File: src/rtl/alu_exec_unit.sv
// Multi-cycle ALU execute stage.
// Logic and arithmetic ops finish in one cycle. Shifts step one bit per cycle.
// A valid/ready pair sits on each side, and the result is held until the consumer takes it.
module alu_exec_unit #(
  parameter int WIDTH = 32,
  parameter int SHW   = 5
) (
  input  logic             clk,
  input  logic             rst,
  input  logic             in_valid,
  output logic             in_ready,
  input  logic [3:0]       operation,
  input  logic [WIDTH-1:0] a,
  input  logic [WIDTH-1:0] b,
  output logic             out_valid,
  input  logic             out_ready,
  output logic [WIDTH-1:0] result,
  output logic             zero,
  output logic             overflow,
  output logic             illegal
);

  localparam logic [3:0] OP_AND = 4'b0000;
  localparam logic [3:0] OP_ADD = 4'b0001;
  localparam logic [3:0] OP_SUB = 4'b0010;
  localparam logic [3:0] OP_OR  = 4'b0011;
  localparam logic [3:0] OP_SLL = 4'b0101;
  localparam logic [3:0] OP_SRL = 4'b0110;
  localparam logic [3:0] OP_SRA = 4'b1000;
  localparam logic [3:0] OP_SLT = 4'b1001;

  localparam logic [1:0] SK_SLL = 2'd0;
  localparam logic [1:0] SK_SRL = 2'd1;
  localparam logic [1:0] SK_SRA = 2'd2;

  localparam logic [SHW-1:0] CNT_ONE = {{(SHW-1){1'b0}}, 1'b1};

  typedef enum logic [1:0] {IDLE, SHIFT, DONE} state_t;

  state_t           state, state_nxt;
  logic [SHW-1:0]   cnt;
  logic [WIDTH-1:0] work;
  logic [1:0]       sh_kind;

  logic             accept;
  logic [SHW-1:0]   shamt;
  logic             is_shift;
  logic [1:0]       new_kind;
  logic [WIDTH-1:0] alu_res;
  logic             alu_ovf;
  logic             alu_ill;
  logic [WIDTH-1:0] sum;
  logic [WIDTH-1:0] diff;
  logic [WIDTH-1:0] sh_next;

  assign accept    = in_valid & in_ready;
  assign shamt     = b[SHW-1:0];
  assign in_ready  = (state == IDLE);
  assign out_valid = (state == DONE);
  assign sum       = a + b;
  assign diff      = a - b;

  // Decode the incoming op and compute the single-cycle result.
  // For shifts, the value computed here is the shamt=0 result.
  always_comb begin
    alu_res  = '0;
    alu_ovf  = 1'b0;
    alu_ill  = 1'b0;
    is_shift = 1'b0;
    new_kind = SK_SLL;
    case (operation)
      OP_AND: alu_res = a & b;
      OP_OR:  alu_res = a | b;
      OP_ADD: begin
        alu_res = sum;
        alu_ovf = (a[WIDTH-1] == b[WIDTH-1]) && (sum[WIDTH-1] != a[WIDTH-1]);
      end
      OP_SUB: begin
        alu_res = diff;
        alu_ovf = (a[WIDTH-1] != b[WIDTH-1]) && (diff[WIDTH-1] != a[WIDTH-1]);
      end
      OP_SLT: alu_res = {{(WIDTH-1){1'b0}}, ($signed(a) < $signed(b))};
      OP_SLL: begin alu_res = a; is_shift = 1'b1; new_kind = SK_SLL; end
      OP_SRL: begin alu_res = a; is_shift = 1'b1; new_kind = SK_SRL; end
      OP_SRA: begin alu_res = a; is_shift = 1'b1; new_kind = SK_SRA; end
      default: alu_ill = 1'b1;
    endcase
  end

  // Compute the working register after one more 1-bit shift step.
  always_comb begin
    case (sh_kind)
      SK_SRL:  sh_next = {1'b0, work[WIDTH-1:1]};
      SK_SRA:  sh_next = {work[WIDTH-1], work[WIDTH-1:1]};
      default: sh_next = {work[WIDTH-2:0], 1'b0};
    endcase
  end

  // Next-state logic.
  // A shift moves to DONE on the same edge that takes the counter from 1 to 0.
  always_comb begin
    state_nxt = state;
    case (state)
      IDLE:  if (accept) state_nxt = (is_shift && shamt != '0) ? SHIFT : DONE;
      SHIFT: if (cnt == CNT_ONE) state_nxt = DONE;
      DONE:  if (out_ready) state_nxt = IDLE;
      default: state_nxt = IDLE;
    endcase
  end

  // State register.
  always_ff @(posedge clk) begin
    if (rst) state <= IDLE;
    else     state <= state_nxt;
  end

  // Datapath: latch operands on accept, step shifts, and register the final outputs.
  always_ff @(posedge clk) begin
    if (rst) begin
      cnt      <= '0;
      work     <= '0;
      sh_kind  <= SK_SLL;
      result   <= '0;
      zero     <= 1'b0;
      overflow <= 1'b0;
      illegal  <= 1'b0;
    end else begin
      case (state)
        IDLE: if (accept) begin
          work     <= a;
          cnt      <= shamt;
          sh_kind  <= new_kind;
          result   <= alu_res;
          zero     <= (alu_res == '0);
          overflow <= alu_ovf;
          illegal  <= alu_ill;
        end
        SHIFT: begin
          work <= sh_next;
          cnt  <= cnt - CNT_ONE;
          if (cnt == CNT_ONE) begin
            result <= sh_next;
            zero   <= (sh_next == '0);
          end
        end
        default: ;
      endcase
    end
  end

endmodule

File: config.mk
export PLATFORM = sky130hd
export DESIGN_NAME = alu_exec_unit
export DESIGN_NICKNAME = d
export VERILOG_FILES = /design/src/rtl/alu_exec_unit.sv
export SDC_FILE = /design/constraint.sdc
export NUM_CORES = 1
export LEC_CHECK = 0
export ABC_AREA = 1
export CAP_MARGIN = 20
export CORE_MARGIN = 3
export CORE_UTILIZATION = 45
export CTS_CLUSTER_SIZE = 30
export DETAILED_ROUTE_END_ITERATION = 10
export PLACE_DENSITY = 0.66
export SYNTH_ARGS = -nofsm -noshare
export SYNTH_HDL_FRONTEND = slang
export SYNTH_SLANG_ARGS = --single-unit
File: constraint.sdc
create_clock -name clk -period 3.3 [get_ports clk]
set_input_delay 0.66 -clock clk [delete_from_list [all_inputs] [get_ports clk]]
set_output_delay 0.66 -clock clk [all_outputs]
set_load 0.02 [all_outputs]
==> PnR_summary.wiki, run 1 <==
{| class="wikitable"
! Metric !! Value
|-
| Status || finished, final reports clean
|-
| Area Growth Syn to Fin || 42.5%
|-
| Vias per std cell || 5.43
|-
| Clock tree from TritonCTS || done
|-
| Global-route wire length before repair || 73200 µm
|-
| Root Buffer || sky130_fd_sc_hd__clkbuf_16
|-
| Post-synthesis instance area || 0.0105 mm²
|-
| Initial antenna violation count || 0
|-
| Pwr Density || 304 mW/mm²
|-
| Time the worst path needs with I/O delays and setup || 3.24 ns
|-
| Area occupied by multi-input gates || 0.00791 mm²
|-
| Starting utilization of the core area || 0.461
|-
| Largest vdd supply drop || 0.000262 V
|-
| Fraction of the yosys area taken by sequential cells || 0.144
|-
| Max Buffers Root-to-Sink || 2
|-
| Half-perimeter wire length after placement || 40000 µm
|-
| Max Clk Rate || 308 MHz
|-
| Number of max-slew violations in the final report || 0
|-
| Met1 capacity usage during global routing || 0.446
|-
| # diodes || 0
|-
| Core area || 0.0228 mm²
|-
| Final RePlAce weighted congestion || 1.01
|-
| Clock-pin slew on the worst setup and hold paths || 0.06 ns
|-
| Share of layout cells above drive strength 1 || 0.206
|-
| Required time at the endpoint of the critical path || 3.56 ns
|-
| Die X || 159 µm
|-
| Count of non-filler cells in the finished layout || 2640
|-
| Synthesis warning total || 0
|-
| Headroom to the max-slew limit || 0.521
|-
| Cell repeated most along the worst path || sky130_fd_sc_hd__nand3_1
|-
| Length of the first detailed-routing pass in iterations || 6
|-
| Vias in the first global route || 13.5k
|-
| Number of setup violations in the final report || 0
|-
| Sinks on Clock Net || 76
|-
| Cell row count || 55
|-
| Fraction of power consumed by sequential logic || 0.239
|-
| Fraction of registers with async set/reset || 0
|-
| Clock buffers created by TritonCTS || 9
|-
| Final worst-path cycle share || 0.983
|-
| Hold path startpoint || cnt[4]
|-
| Average routed wire per standard cell || 18.4 µm
|-
| Proportion of power drawn by the clock network || 0.198
|-
| Flip-flop and latch count after synthesis || 76
|-
| Part of the power in combinational logic || 0.563
|-
| Max Clock Skew || 0.00809 ns
|-
| Via count || 14.3k
|-
| Number of nets in the layout || 2501
|-
| TNS Setup || 0 ns
|-
| Internal power summed over all cells || 2600 µW
|-
| Worst hold path class || flip-flop to flip-flop
|-
| Placed insts || 2623
|-
| Area used by sequential logic in the layout || 0.00152 mm²
|-
| Syn Area/Cell || 5.44 µm²
|-
| Synthesized instance count || 1937
|-
| Switching part of the total power || 0.430
|-
| Number of distinct library cell variants in the gate-level netlist after synthesis || 43
|-
| Met3 Resource Use GR || 0.0393
|-
| Maximum fanout encountered on the critical timing path || 7
|-
| Total congestion overflow || 0
|-
| Critical Path Sink Type || flip-flop
|-
| Max-cap check violation count || 0
|-
| Static Leak || 0.00789 µW
|-
| Number of flops mapped to enable cells by yosys || 0
|-
| Busiest layer in global routing || met2
|-
| Mapped Nets || 2116
|-
| Total net switching power || 1960 µW
|-
| Critical-path cell with the highest stage delay || sky130_fd_sc_hd__clkdlybuf4s50_1
|-
| CP Launch Point || b[18]
|-
| Worst path arrival time || 3.51 ns
|-
| Routed Wire Length || 48500 µm
|-
| Fill cell total of the finished layout || 2215
|-
| Final hold violation count || 0
|-
| Die outline height || 159 µm
|-
| Met2 layer usage reported by global route || 0.620
|-
| Reg2Reg Launch Point || sh_kind[0]
|-
| Series of cell instances along the critical path || clkdlybuf4s50_1, inv_1, ha_2, nand2_1, inv_1, nand2_1, nor2_1, buf_4, nand4_1, nand3_1, nand2_1, nand3_1, nand3_2, nor2_2, nand3_1, nor2_1, nand3_1, a21oi_1
|-
| Largest incremental delay on the critical path || 0.47 ns
|-
| DRC marker count from the first detailed-route iteration || 1229
|-
| Number of H-tree levels || 3
|-
| Area of the die || 0.0253 mm²
|-
| Ports || 109
|-
| Port Buf Inserts || 108
|-
| Largest net degree at the start of global routing || 78
|-
| DRC viols || 0
|-
| Class of the most critical setup path || input pin to flip-flop
|-
| Skew-Pair Late Insertion Delay || 0.34 ns
|-
| Worst Setup Start Kind || input pin
|-
| Worst Max-Slew Pin Slew || 0.719 ns
|-
| Aggregate global-route resource usage || 0.363
|-
| Most instantiated flip-flop cell in the synthesis netlist || sky130_fd_sc_hd__dfxtp_1
|-
| Number of nets with antenna violations after detailed routing || 0
|-
| Fraction of the core area covered by cells at the end of the flow || 0.657
|}
## power groups by stage
stage          Combinational, µW  Sequential, µW  Clock (µW)
2_1_floorplan               1170            1160           0
3_5_place_dp                2400            1110           0
3_3_place_gp                2390            1100           0
6_report                    2560            1090         903
5_1_grt                     2760            1100         952
4_1_cts                     2430            1090         906
## cell usage in the layout, fill, tap and decap left out, types with 3 or more instances in the layout
cell | Yosys | layout
sky130_fd_sc_hd__a21oi_1 | 162 | 156
sky130_fd_sc_hd__a21oi_2 | 0 | 6
sky130_fd_sc_hd__a31oi_1 | 18 | 18
sky130_fd_sc_hd__buf_12 | 0 | 4
sky130_fd_sc_hd__buf_4 | 6 | 339
sky130_fd_sc_hd__clkbuf_16 | 0 | 9
sky130_fd_sc_hd__clkdlybuf4s50_1 | 0 | 103
sky130_fd_sc_hd__clkinvlp_4 | 0 | 4
sky130_fd_sc_hd__dfxtp_1 | 76 | 76
sky130_fd_sc_hd__dlymetal6s2s_1 | 0 | 3
sky130_fd_sc_hd__ha_1 | 105 | 82
sky130_fd_sc_hd__ha_2 | 0 | 7
sky130_fd_sc_hd__ha_4 | 0 | 16
sky130_fd_sc_hd__inv_1 | 315 | 314
sky130_fd_sc_hd__inv_2 | 3 | 4
sky130_fd_sc_hd__nand2_1 | 525 | 516
sky130_fd_sc_hd__nand2_2 | 6 | 15
sky130_fd_sc_hd__nand3_1 | 162 | 151
sky130_fd_sc_hd__nand3_2 | 2 | 13
sky130_fd_sc_hd__nand4_1 | 24 | 24
sky130_fd_sc_hd__nor2_1 | 245 | 214
sky130_fd_sc_hd__nor2_2 | 9 | 35
sky130_fd_sc_hd__nor2_4 | 0 | 5
sky130_fd_sc_hd__nor3_1 | 12 | 8
sky130_fd_sc_hd__nor3_2 | 2 | 5
sky130_fd_sc_hd__o211ai_1 | 3 | 3
sky130_fd_sc_hd__o21ai_0 | 119 | 117
sky130_fd_sc_hd__o21ai_1 | 3 | 5
sky130_fd_sc_hd__o21bai_1 | 12 | 12
sky130_fd_sc_hd__o221a_2 | 7 | 7
sky130_fd_sc_hd__o22ai_1 | 24 | 24
## cells by family after synthesis
kind of cell,after synthesis,synth area share
AOI/OAI and AO/OA,356,0.184
xor gates and xnor gates,2,0.00166
adders and majority gates,107,0.128
buffers and inverters,398,0.149
DFF,76,0.144
and+or+nand+nor,998,0.392
## critical path, delay by kind of cell
kind	cells	cell delay, ns
buffers and inverters	4	0.75
AOI/OAI and AO/OA	1	0.14
and+or+nand+nor	12	1.46
adders and majority gates	1	0.47
## cell type report
cell class	instances	area share
clock buffer	11	0.0155
inverter	320	0.0801
tap	313	0.0261
multi-input combinational	1463	0.527
clock inverter	5	0.00258
timing repair buffer	452	0.248
sequential	76	0.101
## cell usage after synthesis (all sizes together), types with 14 or more instances
cell type  instances  area [µm²]
o22ai             24         150
nor2             254         976
dfxtp             76        1520
a21oi            162         811
nand4             24         150
nor3              14        80.1
nand2            532        2020
nand3            164         831
clkbuf            40         150
a31oi             18         113
o21ai            122         611
inv              318        1190
buf               38         221
ha               105        1310
## stage by stage
step / total power, µW / hold WS, ns / area [µm²] / setup slack [ns]
final: 4560 / 0.481 / 15000 / 0.0561
after global routing: 4810 / 0.508 / 15000 / -0.0230
after CTS: 4420 / 0.484 / 14600 / 0.00239
after detailed placement: 3510 / 0.475 / 14300 / -0.516
after global placement: 3490 / 0.474 / 14300 / -0.499
after floorplan: 2330 / 0.453 / 10500 / 0.674
## path summary, 6_finish.rpt
path	to	slack, ns	cells after the start
min	cnt[4]	0.48	2
max	zero	0.06	18
min reg2reg	cnt[4]	0.48	2
max reg2reg	zero	0.70	10
## per-layer routing
| layer | part of all wire | vias up |
|---|---|---|
| met1 | 0.40 | 6493 |
| li1 | - | 6946 |
| met2 | 0.46 | 763 |
| met3 | 0.078 | 143 |
| met4 | 0.064 | 0 |
| met5 | 0 | - |
## state kept, by name, summed over array words and instances (netlist names)
register	flops
illegal	1
result	32
state	2
sh_kind	2
overflow	1
zero	1
cnt	5
work	32
## repair_timing
action / CTS / global route
hold buffers: 0 / 0
endpoints found under the setup margin: 2 / 14
endpoints found under the hold margin: 0 / 0
pin swaps: 0 / 11
gates resized for setup: 15 / 98
setup buffers: 0 / 1
(Power assumes the default switching activity.)
==> inputs of run 2 (changes only) <==
Settings changed: ABC_AREA 1 to not set.
==> run 2 against run 1 <==
  * The run now ends with setup timing left
  * Total power is 6.8% higher
  * Via count is 7.2% lower
  * Global-route usage is 1.1 points higher
  * Largest cell class unchanged
  * Highest routed layer is now met5
==> PnR_summary.wiki, run 2 <==
{| class="wikitable"
! Metric !! Value
|-
| Number of flops mapped to enable cells by yosys || 0 (unchanged)
|-
| Time the worst path needs with I/O delays and setup || 3.70 ns (+0.454 ns)
|-
| Synthesis warning total || 0 (unchanged)
|-
| Max Clk Rate || 270 MHz (-12%)
|-
| Critical path buffers and inverters || 5 (+1)
|-
| Least setup slack across all paths after layout || -0.398 ns (-0.454 ns)
|-
| Die X || 151 µm (-5.4%)
|-
| Worst path arrival time || 3.99 ns (+0.48 ns)
|-
| Worst Max-Slew Pin Slew || 0.854 ns (+0.135 ns)
|-
| Cell area after placement || 0.0138 mm² (-3.1%)
|-
| Area of the die || 0.0227 mm² (-10%)
|-
| Via count || 13.3k (-7.2%)
|-
| Reg2reg path depth || 11 (+1)
|-
| Violated checks || setup timing
|-
| Most common library cell in the layout ignoring fill and taps || sky130_fd_sc_hd__buf_4
|-
| Static Leak || 0.00711 µW (-9.8%)
|-
| Top post-synthesis cells by count || 160 x sky130_fd_sc_hd__nor2_1, 133 x sky130_fd_sc_hd__a21oi_1, 129 x sky130_fd_sc_hd__nand2_1
|-
| Worst Setup Start Kind || input pin
|-
| Area Growth Syn to Fin || 76.7%
|-
| Half-perimeter wire length after placement || 33200 µm (-17%)
|-
| Max Buffers Root-to-Sink || 2 (unchanged)
|-
| Most common cell in the netlist || sky130_fd_sc_hd__nor2_1
|-
| Commonest cells after routing, fill and taps aside || 435 x sky130_fd_sc_hd__buf_4, 139 x sky130_fd_sc_hd__nor2_1, 122 x sky130_fd_sc_hd__nand2_1
|-
| Endpoint of the worst hold path || result[9]
|-
| Routed Wire Length || 47000 µm (-3.1%)
|-
| Cell types occupying the most area after synthesis || sky130_fd_sc_hd__dfxtp_1 16%, sky130_fd_sc_hd__ha_1 14%, sky130_fd_sc_hd__a21oi_1 7.1%
|-
| Number of distinct library cell variants in the gate-level netlist after synthesis || 88 (+100%)
|-
| Worst-case register-to-register setup slack || 0.23 ns (-0.47 ns)
|-
| Fraction of the core area covered by cells at the end of the flow || 0.816 (+0.158)
|-
| # hold bufs at CTS || 0 (unchanged)
|-
| Share of the synthesized area in the top cell type || 0.162 (-0.0251)
|-
| Number of H-tree levels || 3 (unchanged)
|-
| Largest regs || result: 32 flops, work: 32 flops, cnt: 5 flops
|-
| Port Buf Inserts || 108 (unchanged)
|-
| Global-route wire length before repair || 66800 µm (-8.8%)
|-
| Clock-pin slew on the worst setup and hold paths || 0.07 ns (about the same)
|-
| Critical Path Sink Type || flip-flop
|-
| Worst hold path class || flip-flop to flip-flop
|-
| Fraction of registers with async set/reset || 0 (unchanged)
|-
| Initial antenna violation count || 1 (+1)
|-
| Largest vdd supply drop || 0.000304 V (+16%)
|-
| Series of cell instances along the critical path || buf_8, inv_6, ha_4, buf_6, or4_4, a211oi_4, buf_6, a211oi_4, a2111o_1, o31a_1, nor4_2, nand4_1, nor4_2, buf_4, and4b_1, a31o_1
|-
| Root Buffer || sky130_fd_sc_hd__clkbuf_16
|-
| Top Family by Delay on Critical Path || simple AND/OR/NAND/NOR gates
|-
| Starting utilization of the core area || 0.462 (about the same)
|-
| Skew-Pair Late Insertion Delay || 0.34 ns (about the same)
|-
| Aggregate global-route resource usage || 0.374 (+0.0106)
|-
| Ports || 109 (unchanged)
|-
| Number of max-slew violations in the final report || 0 (unchanged)
|-
| Hold Crit Depth || 2 (unchanged)
|-
| Vias per std cell || 6.24 (+15%)
|-
| Clock tree from TritonCTS || done
|-
| # diodes || 0 (unchanged)
|-
| Fill cell total of the finished layout || 1354 (-39%)
|-
| Final RePlAce weighted congestion || 1.04 (+3.1%)
|-
| Largest incremental delay on the critical path || 0.57 ns (+0.10 ns)
|-
| Clock buffers created by TritonCTS || 9 (unchanged)
|-
| Max Clock Skew || 0.00876 ns (+0.000662 ns)
|-
| Sinks on Clock Net || 76 (unchanged)
|-
| Area occupied by multi-input gates || 0.00896 mm² (+13%)
|-
| Fraction of the yosys area taken by sequential cells || 0.162 (+0.0175)
|-
| Most instantiated flip-flop cell in the synthesis netlist || sky130_fd_sc_hd__dfxtp_1
|-
| Average routed wire per standard cell || 22.0 µm (+20%)
|-
| Required time at the endpoint of the critical path || 3.59 ns (+0.03 ns)
|-
| Met1 Wirelength || 18000 µm (-6.1%)
|-
| Maximum fanout encountered on the critical timing path || 3 (-4)
|-
| Unrepaired setup endpoints after global routing || true
|-
| End of the worst register-to-register path || zero
|-
| Final worst-path cycle share || 1.12 (+0.138)
|-
| Status || finished, violations left
|-
| Largest net degree at the start of global routing || 77 (-1.3%)
|-
| Detailed route wirelength on metal2 || 22400 µm (about the same)
|-
| Mapped Nets || 1512 (-29%)
|-
| DRC marker count from the first detailed-route iteration || 1196 (-2.7%)
|-
| Length of the first detailed-routing pass in iterations || 6 (unchanged)
|-
| Most area-hungry cell type in the Yosys netlist || sky130_fd_sc_hd__dfxtp_1
|-
| Area used by sequential logic in the layout || 0.00152 mm² (unchanged)
|-
| Share of layout cells above drive strength 1 || 0.454 (+0.247)
|-
| Flip-flop and latch count after synthesis || 76 (unchanged)
|-
| DRC viols || 0 (unchanged)
|-
| Class of the most critical setup path || input pin to flip-flop
|-
| Max-cap check violation count || 0 (unchanged)
|-
| Hold path startpoint || result[9]
|-
| Number of nets in the layout || 2037 (-19%)
|-
| Top routing layer in use || met5
|-
| Critical-path cell with the highest stage delay || sky130_fd_sc_hd__or4_4
|-
| Finished Cell Area || 0.0166 mm² (+11%)
|-
| Post-synthesis instance area || 0.00940 mm² (-11%)
|-
| Final hold violation count || 0 (unchanged)
|-
| Number of setup violations in the final report || 10 (+10)
|-
| Total congestion overflow || 0 (unchanged)
|-
| Vias in the first global route || 12.6k (-6.6%)
|-
| Number of nets with antenna violations after detailed routing || 0 (unchanged)
|-
| Worst-case hold slack || 0.452 ns (-0.0289 ns)
|-
| Reg2Reg Launch Point || sh_kind[0]
|-
| Synthesized instance count || 1333 (-31%)
|-
| Core area || 0.0204 mm² (-11%)
|-
| Pwr Density || 293 mW/mm² (-3.5%)
|-
| Cell row count || 52 (-5.5%)
|-
| Syn Area/Cell || 7.05 µm² (+30%)
|-
| Die outline height || 151 µm (-5.4%)
|-
| Headroom to the max-slew limit || 0.431 (-0.0901)
|-
| Met3 Wirelength || 4190 µm (+11%)
|}
==> run 2: how the worst max path moves through the flow <==
stage          startpoint  slack, ns          to  cells past startpoint
5_1_grt             b[25]      -0.46        zero                     16
2_1_floorplan        b[1]      -0.14        zero                     13
4_1_cts              b[1]      -0.43        zero                     16
3_3_place_gp         b[1]      -1.25  result[27]                     16
3_5_place_dp         b[1]      -1.29        zero                     16
6_report             b[3]      -0.40        zero                     16
==> run 2: layer usage <==
layer	vias to the layer above	GRT usage
li1	5959	-
met1	6373	0.473
met2	790	0.631
met3	189	0.0542
met4	2	0.161
met5	-	0
==> run 2: cell families after synthesis <==
group	count (synthesis)	share of synthesized area
multiplexers	11	0.0134
AO/OA/AOI/OAI	485	0.360
XOR/XNOR	11	0.0103
buffers and inverters	193	0.0823
adder cells (fa/ha/maj)	107	0.144
flip-flops	76	0.162
AND/OR/NAND/NOR	450	0.228
==> run 2: final cells by class <==
class	count	share of cell area
Clock buffer	9	0.0136
Inverter	98	0.0244
Timing Repair Buffer	609	0.306
Sequential cell	76	0.0916
Multi-Input combinational cell	1064	0.540
Clock inverter	7	0.00392
Tap cell	270	0.0203
==> run 2: tightest hold or removal path, cell delays in order (launching register included) <==
cell	delay, ns
sky130_fd_sc_hd__dfxtp_1	0.31
sky130_fd_sc_hd__nand2_1	0.05
sky130_fd_sc_hd__a21oi_1	0.05
==> run 2: report_power, final <==
group	switching (µW)	total, µW	internal [µW]	leakage (µW)
clock network	441	970	529	0.000141
registers	60.3	1050	991	0.000623
logic	1460	2850	1390	0.00635
total	1960	4870	2910	0.00711
==> run 2: what timing repair did <==
item / in CTS / in global routing
pin swaps: 112 / 118
resized for setup: 344 / 272
gates cloned: 0 / 0
endpoints found under the setup margin: 29 / 22
buffers inserted: 43 / 44
==> run 2: through the flow <==
step	TNS, ns	cells	total power, µW	setup slack [ns]
3_5_place_dp	-25.13	2047	3240	-1.29
4_1_cts	-2.28	2098	4530	-0.429
3_3_place_gp	-23.96	2047	3230	-1.25
5_1_grt	-2.59	2133	5060	-0.461
2_1_floorplan	-0.254	1333	2090	-0.140
6_report	-1.45	2133	4870	-0.398
